===== config.mk =====
export PLATFORM = sky130hd
export DESIGN_NAME = rpc_burst_initiator
export DESIGN_NICKNAME = d
export VERILOG_FILES = /design/src/rtl/rpc_ctrl_pkg.sv /design/src/rtl/rpc_burst_initiator.sv
export SDC_FILE = /design/constraint.sdc
export NUM_CORES = 1
export LEC_CHECK = 0
export CAP_MARGIN = 20
export CORE_AREA = 2 2 474 476
export CTS_BUF_LIST = sky130_fd_sc_hd__clkbuf_4 sky130_fd_sc_hd__clkbuf_8
export DETAILED_ROUTE_END_ITERATION = 12
export DIE_AREA = 0 0 476 478
export HOLD_SLACK_MARGIN = 0.02
export SLEW_MARGIN = 20
export SYNTH_ARGS = -nofsm -noshare
export SYNTH_HDL_FRONTEND = slang
export SYNTH_SLANG_ARGS = --single-unit

===== constraint.sdc =====
create_clock -name clk_i -period 2.5 [get_ports clk_i]
set_input_delay 0.625 -clock clk_i [delete_from_list [all_inputs] [get_ports clk_i]]
set_output_delay 0.625 -clock clk_i [all_outputs]
set_load 0.02 [all_outputs]

===== src/rtl/rpc_ctrl_pkg.sv =====
// Shared DRAM width constants, command/beat structs and burst FSM state encoding
// for the RPC DRAM controller front-end.
package rpc_ctrl_pkg;

    localparam int unsigned DRAM_ALIGN_POS  = 5;
    localparam int unsigned DRAM_ADDR_WIDTH = 20;
    localparam int unsigned DRAM_WORD_WIDTH = 256;
    localparam int unsigned DRAM_MASK_WIDTH = 64;

    typedef enum logic [1:0] {
        StIdle  = 2'd0,
        StCmd   = 2'd1,
        StWrite = 2'd2,
        StRead  = 2'd3
    } burst_state_e;

    typedef struct packed {
        logic                       is_write;
        logic [DRAM_ALIGN_POS-1:0]  len;
        logic [DRAM_ADDR_WIDTH-1:0] addr;
    } dram_cmd_t;

    typedef struct packed {
        logic [DRAM_WORD_WIDTH-1:0] data;
        logic [DRAM_MASK_WIDTH-1:0] mask;
    } dram_wbeat_t;

endpackage


===== src/rtl/rpc_burst_initiator.sv =====
// Burst initiator: accepts one client request, issues one controller command, then
// streams write beats out or read beats back until the burst ends.
module rpc_burst_initiator
    import rpc_ctrl_pkg::*;
#(
    parameter int unsigned DRAM_ALIGN_POS  = 5,
    parameter int unsigned DRAM_ADDR_WIDTH = 20,
    parameter int unsigned DRAM_WORD_WIDTH = 256,
    parameter int unsigned DRAM_MASK_WIDTH = 64
) (
    input  logic                       clk_i,
    input  logic                       rst_ni,

    input  logic                       req_valid_i,
    output logic                       req_ready_o,
    input  logic                       req_is_write_i,
    input  logic [DRAM_ADDR_WIDTH-1:0] req_addr_i,
    input  logic [DRAM_ALIGN_POS-1:0]  req_len_i,

    input  logic                       wdata_valid_i,
    output logic                       wdata_ready_o,
    input  logic [DRAM_WORD_WIDTH-1:0] wdata_i,
    input  logic [DRAM_MASK_WIDTH-1:0] wmask_i,

    output logic                       rdata_valid_o,
    input  logic                       rdata_ready_i,
    output logic [DRAM_WORD_WIDTH-1:0] rdata_o,
    output logic                       rdata_last_o,

    output logic                       done_o,
    output logic                       err_o,

    output logic                       cmd_valid_o,
    input  logic                       cmd_ready_i,
    output logic                       cmd_is_write_o,
    output logic [DRAM_ALIGN_POS-1:0]  cmd_len_o,
    output logic [DRAM_ADDR_WIDTH-1:0] cmd_addr_o,

    output logic                       phy_w_data_valid_o,
    input  logic                       phy_w_data_ready_i,
    output logic [DRAM_WORD_WIDTH-1:0] phy_w_data_o,
    output logic [DRAM_MASK_WIDTH-1:0] write_mask_o,

    input  logic                       phy_r_data_valid_i,
    output logic                       phy_r_data_ready_o,
    input  logic [DRAM_WORD_WIDTH-1:0] phy_r_data_i,
    input  logic                       phy_r_data_last_i
);

    localparam logic [DRAM_ALIGN_POS-1:0] CNT_MAX = '1;

    burst_state_e               r_state;
    logic                       r_is_write;
    logic [DRAM_ADDR_WIDTH-1:0] r_addr;
    logic [DRAM_ALIGN_POS-1:0]  r_len;
    logic [DRAM_ALIGN_POS-1:0]  r_cnt;
    logic                       r_done;
    logic                       r_err;

    logic w_req_hs;
    logic w_wr_hs;
    logic w_rd_hs;
    logic w_cnt_at_len;

    // Gated by reset so nothing is accepted while the block is held in reset.
    assign req_ready_o  = (r_state == StIdle) && rst_ni;
    assign w_req_hs     = req_valid_i && req_ready_o;
    assign w_wr_hs      = (r_state == StWrite) && wdata_valid_i && phy_w_data_ready_i;
    assign w_rd_hs      = (r_state == StRead) && phy_r_data_valid_i && rdata_ready_i;
    assign w_cnt_at_len = (r_cnt == r_len);

    assign cmd_valid_o    = (r_state == StCmd);
    assign cmd_is_write_o = r_is_write;
    assign cmd_len_o      = r_len;
    assign cmd_addr_o     = r_addr;
    assign done_o         = r_done;
    assign err_o          = r_err;

    always_comb begin
        phy_w_data_valid_o = 1'b0;
        wdata_ready_o      = 1'b0;
        phy_w_data_o       = '0;
        write_mask_o       = '0;
        if (r_state == StWrite) begin
            phy_w_data_valid_o = wdata_valid_i;
            wdata_ready_o      = phy_w_data_ready_i;
            phy_w_data_o       = wdata_i;
            write_mask_o       = wmask_i;
        end
    end

    always_comb begin
        rdata_valid_o      = 1'b0;
        phy_r_data_ready_o = 1'b0;
        rdata_o            = '0;
        rdata_last_o       = 1'b0;
        if (r_state == StRead) begin
            rdata_valid_o      = phy_r_data_valid_i;
            phy_r_data_ready_o = rdata_ready_i;
            rdata_o            = phy_r_data_i;
            rdata_last_o       = phy_r_data_last_i;
        end
    end

    always_ff @(posedge clk_i or negedge rst_ni) begin
        if (!rst_ni) begin
            r_state    <= StIdle;
            r_is_write <= 1'b0;
            r_addr     <= '0;
            r_len      <= '0;
            r_cnt      <= '0;
            r_done     <= 1'b0;
            r_err      <= 1'b0;
        end else begin
            r_done <= 1'b0;
            r_err  <= 1'b0;
            unique case (r_state)
                StIdle: begin
                    if (w_req_hs) begin
                        r_is_write <= req_is_write_i;
                        r_addr     <= req_addr_i;
                        r_len      <= req_len_i;
                        r_cnt      <= '0;
                        r_state    <= StCmd;
                    end
                end
                StCmd: begin
                    if (cmd_ready_i) begin
                        r_state <= r_is_write ? StWrite : StRead;
                    end
                end
                StWrite: begin
                    if (w_wr_hs) begin
                        if (w_cnt_at_len) begin
                            r_state <= StIdle;
                            r_done  <= 1'b1;
                        end else begin
                            r_cnt <= r_cnt + 1'b1;
                        end
                    end
                end
                StRead: begin
                    if (w_rd_hs) begin
                        if (phy_r_data_last_i) begin
                            r_state <= StIdle;
                            r_done  <= 1'b1;
                            r_err   <= !w_cnt_at_len;
                        end else begin
                            // Controller overran the requested length; keep draining until last.
                            r_err <= w_cnt_at_len;
                            if (r_cnt != CNT_MAX) begin
                                r_cnt <= r_cnt + 1'b1;
                            end
                        end
                    end
                end
                default: r_state <= StIdle;
            endcase
        end
    end

endmodule


Word-level counts from Yosys, hierarchy flattened
Cells that the tools add are included.
{"block": "word_totals", "register_bits": 35, "in_bits": 611, "wordCells": 65}
{"block": "classes", "addsub": 1, "eq_ne": 14, "n_mux": 31, "n_reduce_logical": 12}
{"operator": "$mux W256", "n": 2}
{"operator": "$mux W64", "n": 1}
{"operator": "$mux W5", "n": 6}
{"operator": "$pmux W5 S3", "n": 1}
{"operator": "$ne A2 B2 Y1 const B", "n": 7}
{"operator": "$mux W1", "n": 13}
{"operator": "$mux W2", "n": 6}
{"operator": "$pmux W2 S4", "n": 1}
{"operator": "$reduce_and A7 Y1", "n": 1}
{"operator": "$logic_and A1 B1 Y1", "n": 6}
{"operator": "$reduce_and A6 Y1", "n": 1}
{"operator": "$add A5 B1 Y5 const B", "n": 1}
{"operator": "$eq A5 B5 Y1", "n": 1}
{"operator": "$ne A5 B5 Y1 const B", "n": 1}
{"operator": "$eq A2 B2 Y1 const B", "n": 2}
{"operator": "$ne A2 B1 Y1 const B", "n": 2}
{"operator": "$reduce_bool A3 Y1", "n": 1}
{"operator": "$eq A2 B1 Y1 const B", "n": 1}
{"operator": "$logic_not A2 Y1", "n": 1}
{"operator": "$pmux W1 S2", "n": 1}
{"operator": "$reduce_and A2 Y1", "n": 1}
{"operator": "$logic_not A1 Y1", "n": 1}

Depth between registers and ports, before layout
{"block": "depth", "word_depth": 5, "mapped_depth": 8, "ltp_nobuf": 8}

Worst setup path before layout
Ideal clock, no wire load.
{"block": "synth_path", "path_kind": "register to output", "start": "register r_state[0]", "end": "output phy_w_data_o[0]", "arrival_ns": 1.333, "required_time_ns": 1.875, "slack_ns": 0.542, "path_stages_with_launch": 7, "path_buffers": 4, "cell_sequence": "dfrtp_1 -> buf_6 -> nor2b_1 -> buf_2 -> buf_2 -> clkbuf_1 -> and2_1"}
{"block": "synth_between", "elab_chain_cells": 2}
{"element": "start, declared", "line_no": "rpc_burst_initiator.sv:52", "rtl": "burst_state_e r_state;"}
{"element": "start signal, assigned", "line_no": "rpc_burst_initiator.sv:107", "rtl": "r_state <= StIdle;"}
{"element": "start signal, assigned", "line_no": "rpc_burst_initiator.sv:124", "rtl": "r_state <= StCmd;"}
{"element": "start signal, assigned", "line_no": "rpc_burst_initiator.sv:129", "rtl": "r_state <= r_is_write ? StWrite : StRead;"}
{"element": "$eq A2 B2 Y1", "line_no": "rpc_burst_initiator.sv:84", "rtl": "if (r_state == StWrite) begin"}
{"element": "$mux W256", "line_no": "rpc_burst_initiator.sv:84"}
{"element": "end, declared", "line_no": "rpc_burst_initiator.sv:41", "rtl": "output logic [DRAM_WORD_WIDTH-1:0] phy_w_data_o,"}
Every way passes these cells.

Final worst setup path
{"block": "layout_path", "start": "register r_state[0]", "end": "output phy_w_data_o[91]"}
Same word-level chain as after synthesis.

==> results.txt <==
Worst Setup Path Type: flip-flop to output port
Cell variety after synth: 35
Height of the die: 478 um
Ports: 1,222
Startpoint types: flip-flop
CP required: 1.88 ns
First-pass GRT wire length: 245 mm
CTS Buf Count: 5
GPL Wtd Cong: 0.967
Initial DRC count: 761
Max-slew violations: 0
Grt ovf: 0
CTS tree: done
CP endpoint kind: output port
Critical path cell sequence: nor2b_4 > buf_12 > buf_12 > buf_16 > buf_12 > buf_12 > and2_4 > buf_12
Core Area: 0.223 mm2
Most frequent cells in the layout: clkdlybuf4s50_1, buf_12, and3_1
Tcrit/Tclk final: 104%
Die ar.: 0.228 mm2
CTS H-tree depth: 2
Failing checks: negative setup slack
Synth area leaders: and2_1, and3_1, dfrtp_1
R2r setup slk: 0.33 ns
DRT Wirelength: 220 mm
DRC viols: 0
Final net count: 2,618
Area added between synthesis and finish: 380%
R2R depth: 8
Yosys reg bits: 35
CTS clk-pin slew, worst paths: 0.08 ns
Drt wl/cell: 43.6 um
Fin Hold WS: 0.399 ns
DR vias: 13,100
Minimum clock period: 2.60 ns
Final setup fails: 279
Min-Delay Path Class: primary input to async pin
Port buffer count: 1,221
Max Freq: 0.384 GHz
Max FO, Critical Path: 9
CTS Buffer Depth: 2
TNS Setup: -9.08 ns
Bufs and invs on worst path: 6
Leakage: 11.0 nW
Share of the synthesized area in the top cell type: 36.0%
Relative slew slack: 68.8%
Max Cap Violations: 0
Clock skew: 0.00971 ns
Layout cells sized above 1: 43.0%
Starting Density: 2.53%
Largest delay share family, worst path: buffers and inverters
Mapped Area: 0.00564 mm2
Worst r2r src: r_cnt[0]
CP max-delay cell: dfrtp_4
Worst setup margin: -0.103 ns
YS warnings: 0
Sequential share of the synthesized area: 15.5%
Fin. Hold Viols: 0
Post-DRT Antenna Nets: 0
Number of core rows: 174
Status: finished with violations
Antenna violations before repair: 318
Unrepaired setup endpoints after global routing: yes
Mapped Nets: 1,414
Top cell by count, worst path: buf_12
Final core occ: 12.1%
PD cells: 1170 mW/mm2
Post-DR vias/cell: 2.60
Mapped Cells: 801
Pin count of the biggest net entering global routing: 88
Worst Max-Slew Pin Slew: 0.468 ns
CP max stage delay: 0.49 ns
First drt pass iteration count: 5
Total power: 31.6 mW
Clk Latency, worst-skew pair: 0.29 ns
CTS root buf: clkbuf_8
Die W: 476 um
Max VDD drop: 0.345 mV
Post-CTS Hold Fix Bufs: 0
Critical R2R Capture: r_cnt[0]
Synth area leader: and2_1
CP arrival: 1.98 ns
Tot GR Track Use: 18.3%
Most common cell after layout, fill and taps aside: clkdlybuf4s50_1
# clock sinks: 35
Vias in the first global route: 12,400
Synthesized area per cell: 7.04 um2
Post-DP HPWL: 203 mm
synthesized netlist by cell type, drive strengths merged:
| master | n |
|---|---|
| nor3 | 1 |
| nand3b | 2 |
| nor2b | 1 |
| or2 | 1 |
| a211o | 1 |
| xnor2 | 5 |
| a22oi | 1 |
| nor2 | 3 |
| a31o | 1 |
| a21o | 1 |
| o211a | 1 |
| buf | 15 |
| o21ai | 2 |
| o211ai | 6 |
| clkbuf | 84 |
| inv | 1 |
| xor2 | 1 |
| and2 | 324 |
| a21oi | 3 |
| nand2 | 10 |
| o21ba | 1 |
| o31ai | 1 |
| ha | 2 |
| nand2b | 1 |
| nand3 | 7 |
| dfrtp | 35 |
| nor3b | 2 |
| and3 | 262 |
| mux2 | 26 |
per-layer routing:
layer | wire [um] | GRT usage (%) | vias up
li1 | - | - | 5135
met1 | 65100 | 15.8 | 5916
met2 | 96900 | 29.4 | 1315
met3 | 50700 | 19.7 | 582
met4 | 5790 | 2.21 | 168
met5 | 1170 | 0.362 | -
per-stage QoR:
| stage | setup slack, ns | std cells | instance area [um2] |
|---|---|---|---|
| after floorplan | 0.542 | 801 | 5640 |
| final | -0.103 | 5043 | 27000 |
| after detailed placement | -0.374 | 4938 | 25600 |
| after global routing | -0.145 | 5020 | 27000 |
| after global placement | -0.398 | 4938 | 25600 |
| after CTS | -0.214 | 4978 | 26400 |
state kept, by name, summed over array words and instances, names as in the netlist:
register	count
cmd_addr_o	20
r_state	2
cmd_is_write_o	1
err_o	1
cmd_len_o	5
done_o	1
r_cnt	5
area by class of cell:
type	count	area (um2)
inverters	1	3.75
flip-flops and latches	35	883
well taps	2992	3740
clock buffers	8	104
fillers	25300	196000
diodes	45	113
multi-input cells	666	4760
repair buffers	1296	17400
worst max path at each step:
stage | startpoint | end | slack (ns) | depth (start not counted)
floorplan | r_state[0] | phy_w_data_o[0] | 0.54 | 6
global placement | wdata_i[143] | phy_w_data_o[143] | -0.40 | 3
detailed placement | wdata_i[143] | phy_w_data_o[143] | -0.37 | 3
CTS | r_state[0] | write_mask_o[12] | -0.21 | 8
global route | r_state[0] | phy_w_data_o[75] | -0.14 | 8
finish | r_state[0] | phy_w_data_o[91] | -0.10 | 8
logic make-up after synthesis:
kind of cell,after synthesis,share of synthesized area (%)
simple gates,614,67.8
flops,35,15.5
fa+ha+maj,2,0.444
mux,26,5.19
buf+inv,100,7.37
compound gates,18,2.71
xor+xnor,6,0.932
power breakdown:
| group | switching [mW] | internal [mW] |
|---|---|---|
| sequential | 0.203 | 0.834 |
| combinational | 15.9 | 14.2 |
| clock | 0.209 | 0.263 |
what timing repair did:
item	in CTS	in global routing
resized for setup	563	241
pin swaps	36	33
setup endpoints to repair	411	446
cloned	17	14
buffers inserted	16	12
Note: power is estimated with default switching activity, not from simulation.
==> RTL change 1 (same settings) <==
`DRAM_WORD_WIDTH` is set to 256 in 2 places; all go to 260.
--- a/src/rtl/rpc_ctrl_pkg.sv
+++ b/src/rtl/rpc_ctrl_pkg.sv
@@ -4,7 +4,7 @@
 
     localparam int unsigned DRAM_ALIGN_POS  = 5;
     localparam int unsigned DRAM_ADDR_WIDTH = 20;
-    localparam int unsigned DRAM_WORD_WIDTH = 256;
+    localparam int unsigned DRAM_WORD_WIDTH = 260;
     localparam int unsigned DRAM_MASK_WIDTH = 64;
 
     typedef enum logic [1:0] {
--- a/src/rtl/rpc_burst_initiator.sv
+++ b/src/rtl/rpc_burst_initiator.sv
@@ -5,7 +5,7 @@
 #(
     parameter int unsigned DRAM_ALIGN_POS  = 5,
     parameter int unsigned DRAM_ADDR_WIDTH = 20,
-    parameter int unsigned DRAM_WORD_WIDTH = 256,
+    parameter int unsigned DRAM_WORD_WIDTH = 260,
     parameter int unsigned DRAM_MASK_WIDTH = 64
 ) (
     input  logic                       clk_i,
Ports: changed (resized phy_r_data_i, phy_w_data_o, rdata_o and wdata_i); port bits go from 1222 to 1238. No check against the original RTL was run, so the function may have changed too.
==> RTL change 1 against the unedited design <==
- the run still ends with setup timing left
- sequential cell count unchanged
- final area increased by 0.78%
- maximum frequency about the same
- core utilization increased by 0.094 points
- die area unchanged
- total power decreased by 1.2%
- clock skew increased by 2.5 ps
- highest routed layer unchanged
- wire length decreased by 2.7%
- clock power increased by 13%
- setup slack improved by 1.7 ps
- area after synthesis about the same
- count of clock-buffer cells in the layout decreased by 3
==> RTL change 1: results (changes against the unedited design) <==
[status]
status=finished with violations  ; unchanged
violations=setup timing  ; unchanged

[sta]
finalSetupViolations=245  ; was 279
slew_violations=0  ; unchanged
skew_ps=12.2  ; was 9.71 ps
setup_tns_ps=-11330  ; was -9080 ps
layout_setup_ws_ps=-102  ; was -103 ps
slew_headroom_pct=67.3  ; was 68.8%

[setup_path]
worstRegToRegCells=7  ; was 8
critical_path.max_fanout=19  ; was 9
crit_path_end=phy_w_data_o[143]  ; was phy_w_data_o[91]
arrival_ps=1980  ; about the same
crit_path_start_kind=flop  ; unchanged
r2r_slack_ps=400  ; was 330 ps
regToRegStartpoint=r_state[0]$_DFFE_PN0P_  ; was r_cnt[0]$_DFFE_PN0P_
r2r-end=r_cnt[0]$_DFFE_PN0P_  ; unchanged

[logic_synthesis]
synth_flop_cell=dfrtp_1  ; unchanged
yosys_warnings=0  ; unchanged
synth_nets=1422  ; was 1414
syn_area_per_cell_um2=7.04  ; about the same
seq_area_frac_synth_pct=15.5  ; about the same
synth_cell_types=36  ; was 35
yosys-top-cells-count=330 x and2_1, 267 x and3_1, 86 x clkbuf_1  ; was 324 x and2_1, 262 x and3_1, 84 x clkbuf_1
synthTopCellsByArea=and2_1 37%, and3_1 30%, dfrtp_1 16%  ; was and2_1 36%, and3_1 29%, dfrtp_1 16%
async_flop_share_pct=100  ; unchanged

[placement]
place_area_um2=26200  ; was 25600 um2
post-dp-hpwl_um=200000  ; was 203000 um
dp_cells=4962  ; was 4938
portBuffers=1237  ; was 1221
place.gp.congestion=0.889  ; was 0.967

[drt]
wl_per_cell_um=42.6  ; was 43.6 um
dr.pass1.iters=5  ; unchanged
wirelength_um=214000  ; was 220000 um
antenna_left=0  ; unchanged
first_iter_violations=768  ; was 761
via_per_inst=2.57  ; was 2.60

[layout]
layout-drive-gt1-share_pct=43.6  ; was 43.0%
fin_nets=2622  ; was 2618
largest_reg_flops=20  ; unchanged

[power]
vdd_drop_max_mv=0.426  ; was 0.345 mV
p_leak_nw=10.9  ; was 11.0 nW

[clocking]
cts-root-buf=clkbuf_8  ; unchanged
clock_path_buffers=2  ; unchanged
clk_latency_ps=300
htreeDepth=2  ; unchanged
numCtsBuffers=5  ; unchanged
clk_pin_slew_ps=90

[global_route]
grt.total_usage_pct=17.8  ; was 18.3%
grt_pass1_vias=12120  ; was 12422
grt_max_degree=102  ; was 88
grt_pass1_wl_um=239000  ; was 245000 um
antenna_found_initial=297  ; was 318

[worst_hold_path]
hold_class=in -> async  ; unchanged

==> RTL change 1: area by class of cell <==
type / instances / area [um2]
diodes: 25 / 62.6
clock buffers: 5 / 68.8
clock inverters: 3 / 43.8
fillers: 25247 / 196000
multi-input cells: 667 / 4810
flip-flops and latches: 35 / 883
well taps: 2992 / 3740
repair buffers: 1292 / 17600
==> RTL change 1: repair_timing <==
item | 4_1_cts | 5_1_grt
cloned | 7 | 6
pin swaps | 33 | 3
endpoints found under the setup margin | 417 | 408
resized for setup | 488 | 79
setup buffers | 10 | 5
==> RTL change 1: through the flow <==
| step | util, % | hold slack [ps] | worst slack (ps) |
|---|---|---|---|
| finish | 12.2 | 473 | -102 |
| global route | 12.2 | 493 | -163 |
| CTS | 12.1 | 476 | -177 |
| detailed placement | 11.8 | 496 | -162 |
| global placement | 11.8 | 496 | -89.5 |
| floorplan | - | 329 | 524 |
==> RTL change 1: where the power goes <==
part	internal (W)	switching, W	leakage (nW)
logic	0.0139	0.0157	10.5
registers	0.000835	0.000202	0.428
clock network	0.000297	0.000235	0.0583
==> RTL change 1: layer usage <==
metal	vias to the layer above	part of all wire, %	global-route usage (%)
li1	5093	-	-
met1	5865	32	16.8
met2	1276	42	27.0
met3	516	24	19.9
met4	146	1.3	1.11
met5	-	0.45	0
==> RTL change 1: cells by family after synthesis <==
| group | synth area share (%) |
|---|---|
| and+or+nand+nor | 68.2 |
| buffers and inverters | 7.23 |
| DFF | 15.5 |
| muxes | 5.37 |
| AOI/OAI and AO/OA | 2.31 |
| xor gates and xnor gates | 0.932 |
| adders and majority gates | 0.444 |
==> RTL change 1: worst max-delay path, stage by stage, from the launching register on <==
cell,delay (ps)
dfrtp_4,480
and2b_4,320
buf_12,190
buf_12,170
clkbuf_16,180
and2_4,160
buf_12,130
==> RTL change 2 (same flow settings) <==
Without the edit above. Encoding of `burst_state_e`: now one-hot (4 bits for 4 states).
--- a/src/rtl/rpc_ctrl_pkg.sv
+++ b/src/rtl/rpc_ctrl_pkg.sv
@@ -7,11 +7,11 @@
     localparam int unsigned DRAM_WORD_WIDTH = 256;
     localparam int unsigned DRAM_MASK_WIDTH = 64;
 
-    typedef enum logic [1:0] {
-        StIdle  = 2'd0,
-        StCmd   = 2'd1,
-        StWrite = 2'd2,
-        StRead  = 2'd3
+    typedef enum logic [3:0] {
+        StIdle  = 4'b0001,
+        StCmd   = 4'b0010,
+        StWrite = 4'b0100,
+        StRead  = 4'b1000
     } burst_state_e;
 
     typedef struct packed {
Check against the original RTL: same outputs for any inputs over 4 cycles, from zero or initial values and one cycle with rst_ni low; so few cycles prove little.
==> RTL change 2 against the unedited design <==
- the run still ends with setup timing left
- wire length up 13%
- clock skew down 3.8 ps
- setup slack worse by 230 ps
- maximum frequency down 8.1%
- critical path depth unchanged
- sequential cell count up 2
- non-clock buffer count up 104
- final area up 14%
- area after synthesis up 1.0%
- sequential share of layout area down 0.25 points
- first-iteration DRC count down 1.3%
- die area unchanged
- critical endpoint is now rdata_o[113]
- highest routed layer unchanged
Power is left out: it rests on default switching activity, and per cell area and clock period it moved more than threefold.
==> RTL change 2: results (changes against the unedited design) <==
[clocking]
clk_latency_ps=300
clock_path_buffers=2  ; unchanged
htreeDepth=2  ; unchanged
numCtsBuffers=5  ; unchanged
cts-root-buf=clkbuf_8  ; unchanged
clk_pin_slew_ps=100  ; was 80 ps

[sta]
setup_tns_ps=-98970  ; was -9080 ps
finalSetupViolations=537  ; was 279
skew_ps=5.94  ; was 9.71 ps
layout_setup_ws_ps=-332  ; was -103 ps
slew_headroom_pct=58.6  ; was 68.8%

[placement]
portBuffers=1221  ; unchanged
place.gp.congestion=0.903  ; was 0.967
place_area_um2=26100  ; was 25600 um2
post-dp-hpwl_um=229000  ; was 203000 um
post-place-ws_ps=-172  ; was -374 ps

[setup_path]
arrival_ps=2210  ; was 1980 ps
worst_path_max_delay_cell=dfrtp_1  ; was dfrtp_4
critical_path.max_fanout=13  ; was 9
cpPeakStageDelay_ps=440  ; was 490 ps

[drt]
dr.pass1.iters=4  ; was 5
via_per_inst=2.66  ; was 2.60
wl_per_cell_um=47.9  ; was 43.6 um
first_iter_violations=751  ; was 761

[logic_synthesis]
async_flop_share_pct=100  ; unchanged
yosys-top-cells-count=582 x and2_1, 58 x clkbuf_1, 36 x dfrtp_1  ; was 324 x and2_1, 262 x and3_1, 84 x clkbuf_1
seq_area_frac_synth_pct=16.3  ; was 15.5%
synth_flop_cell=dfrtp_1  ; unchanged
synth_cell_types=45  ; was 35
yosys_warnings=0  ; unchanged
synthTopCellsByArea=and2_1 64%, dfrtp_1 16%, mux2_2 5.3%  ; was and2_1 36%, and3_1 29%, dfrtp_1 16%
synth_nets=1397  ; was 1414

[global_route]
antenna_found_initial=383  ; was 318
grt_pass1_wl_um=269000  ; was 245000 um
grt.total_usage_pct=20.4  ; was 18.3%
grt_pass1_vias=12386  ; was 12422
grt_max_degree=49  ; was 88

[status]
violations=setup timing  ; unchanged
status=finished with violations  ; unchanged

[layout]
fin_nets=2733  ; was 2618
fillers=24964  ; was 25310
largest_reg_flops=20  ; unchanged
layout-drive-gt1-share_pct=63.4  ; was 43.0%

[worst_hold_path]
hold_class=in -> async  ; unchanged

## RTL change 2: path summary, 6_finish.rpt
check                                           start                    endpoint  slack, ps  cells past startpoint
max                            r_state[2]$_DFFE_PN0P_                rdata_o[113]       -330                      8
min                                            rst_ni  cmd_addr_o[12]$_DFFE_PN0P_        510                      2
max reg2reg                    r_state[0]$_DFFE_PN1P_        r_cnt[0]$_DFFE_PN0P_        -30                     11
min reg2reg                cmd_addr_o[15]$_DFFE_PN0P_  cmd_addr_o[15]$_DFFE_PN0P_        520                      1
max in group asynchronous                      rst_ni      r_state[0]$_DFFE_PN1P_       1600                      2
min in group clk_i         cmd_addr_o[15]$_DFFE_PN0P_  cmd_addr_o[15]$_DFFE_PN0P_        520                      1
## RTL change 2: area by class of cell
class,count,area share (%)
diodes,56,0.456
clock buffers,5,0.224
clock inverters,3,0.142
inverters,5,0.0611
multi-input cells,671,19.0
flip-flops and latches,37,3.02
well taps,2992,12.2
repair buffers,1400,64.9
## RTL change 2: cells by family (layout without fill, tap and decap cells)
logic type / after synthesis / count (layout) / share of synthesized area, %
AO/OA/AOI/OAI: 21 / 21 / 2.90
XOR/XNOR: 3 / 3 / 0.462
adder cells (fa/ha/maj): 2 / 2 / 0.439
buffers and inverters: 76 / 1413 / 5.93
flip-flops: 37 / 37 / 16.3
multiplexers: 28 / 28 / 5.52
other: 0 / 56 / 0
AND/OR/NAND/NOR: 617 / 617 / 68.5
## RTL change 2: critical path, delay by kind of cell, from the launching register on
family	cells	cell delay, ps
buf+inv	6	930
simple gates	2	490
flops	1	440
## RTL change 2: per-layer routing
layer | track usage [%] | vias up | share of wire, %
li1 | - | 5179 | -
met1 | 19.3 | 6075 | 32
met2 | 30.5 | 1570 | 41
met3 | 23.4 | 691 | 25
met4 | 1.10 | 244 | 2.0
met5 | 0 | - | 0.64
## RTL change 2: metrics by stage
stage               instances  utilization [%]
floorplan                 784                -
CTS                      5042             12.7
global placement         4973             11.7
finish                   5169             13.8
global route             5125             13.7
detailed placement       4973             11.7
## RTL change 2: timing repair
item,in CTS,in global routing
gates resized for setup,577,763
buffers inserted,36,41
pin swaps,93,228
gates cloned,26,49
setup endpoints to repair,584,585
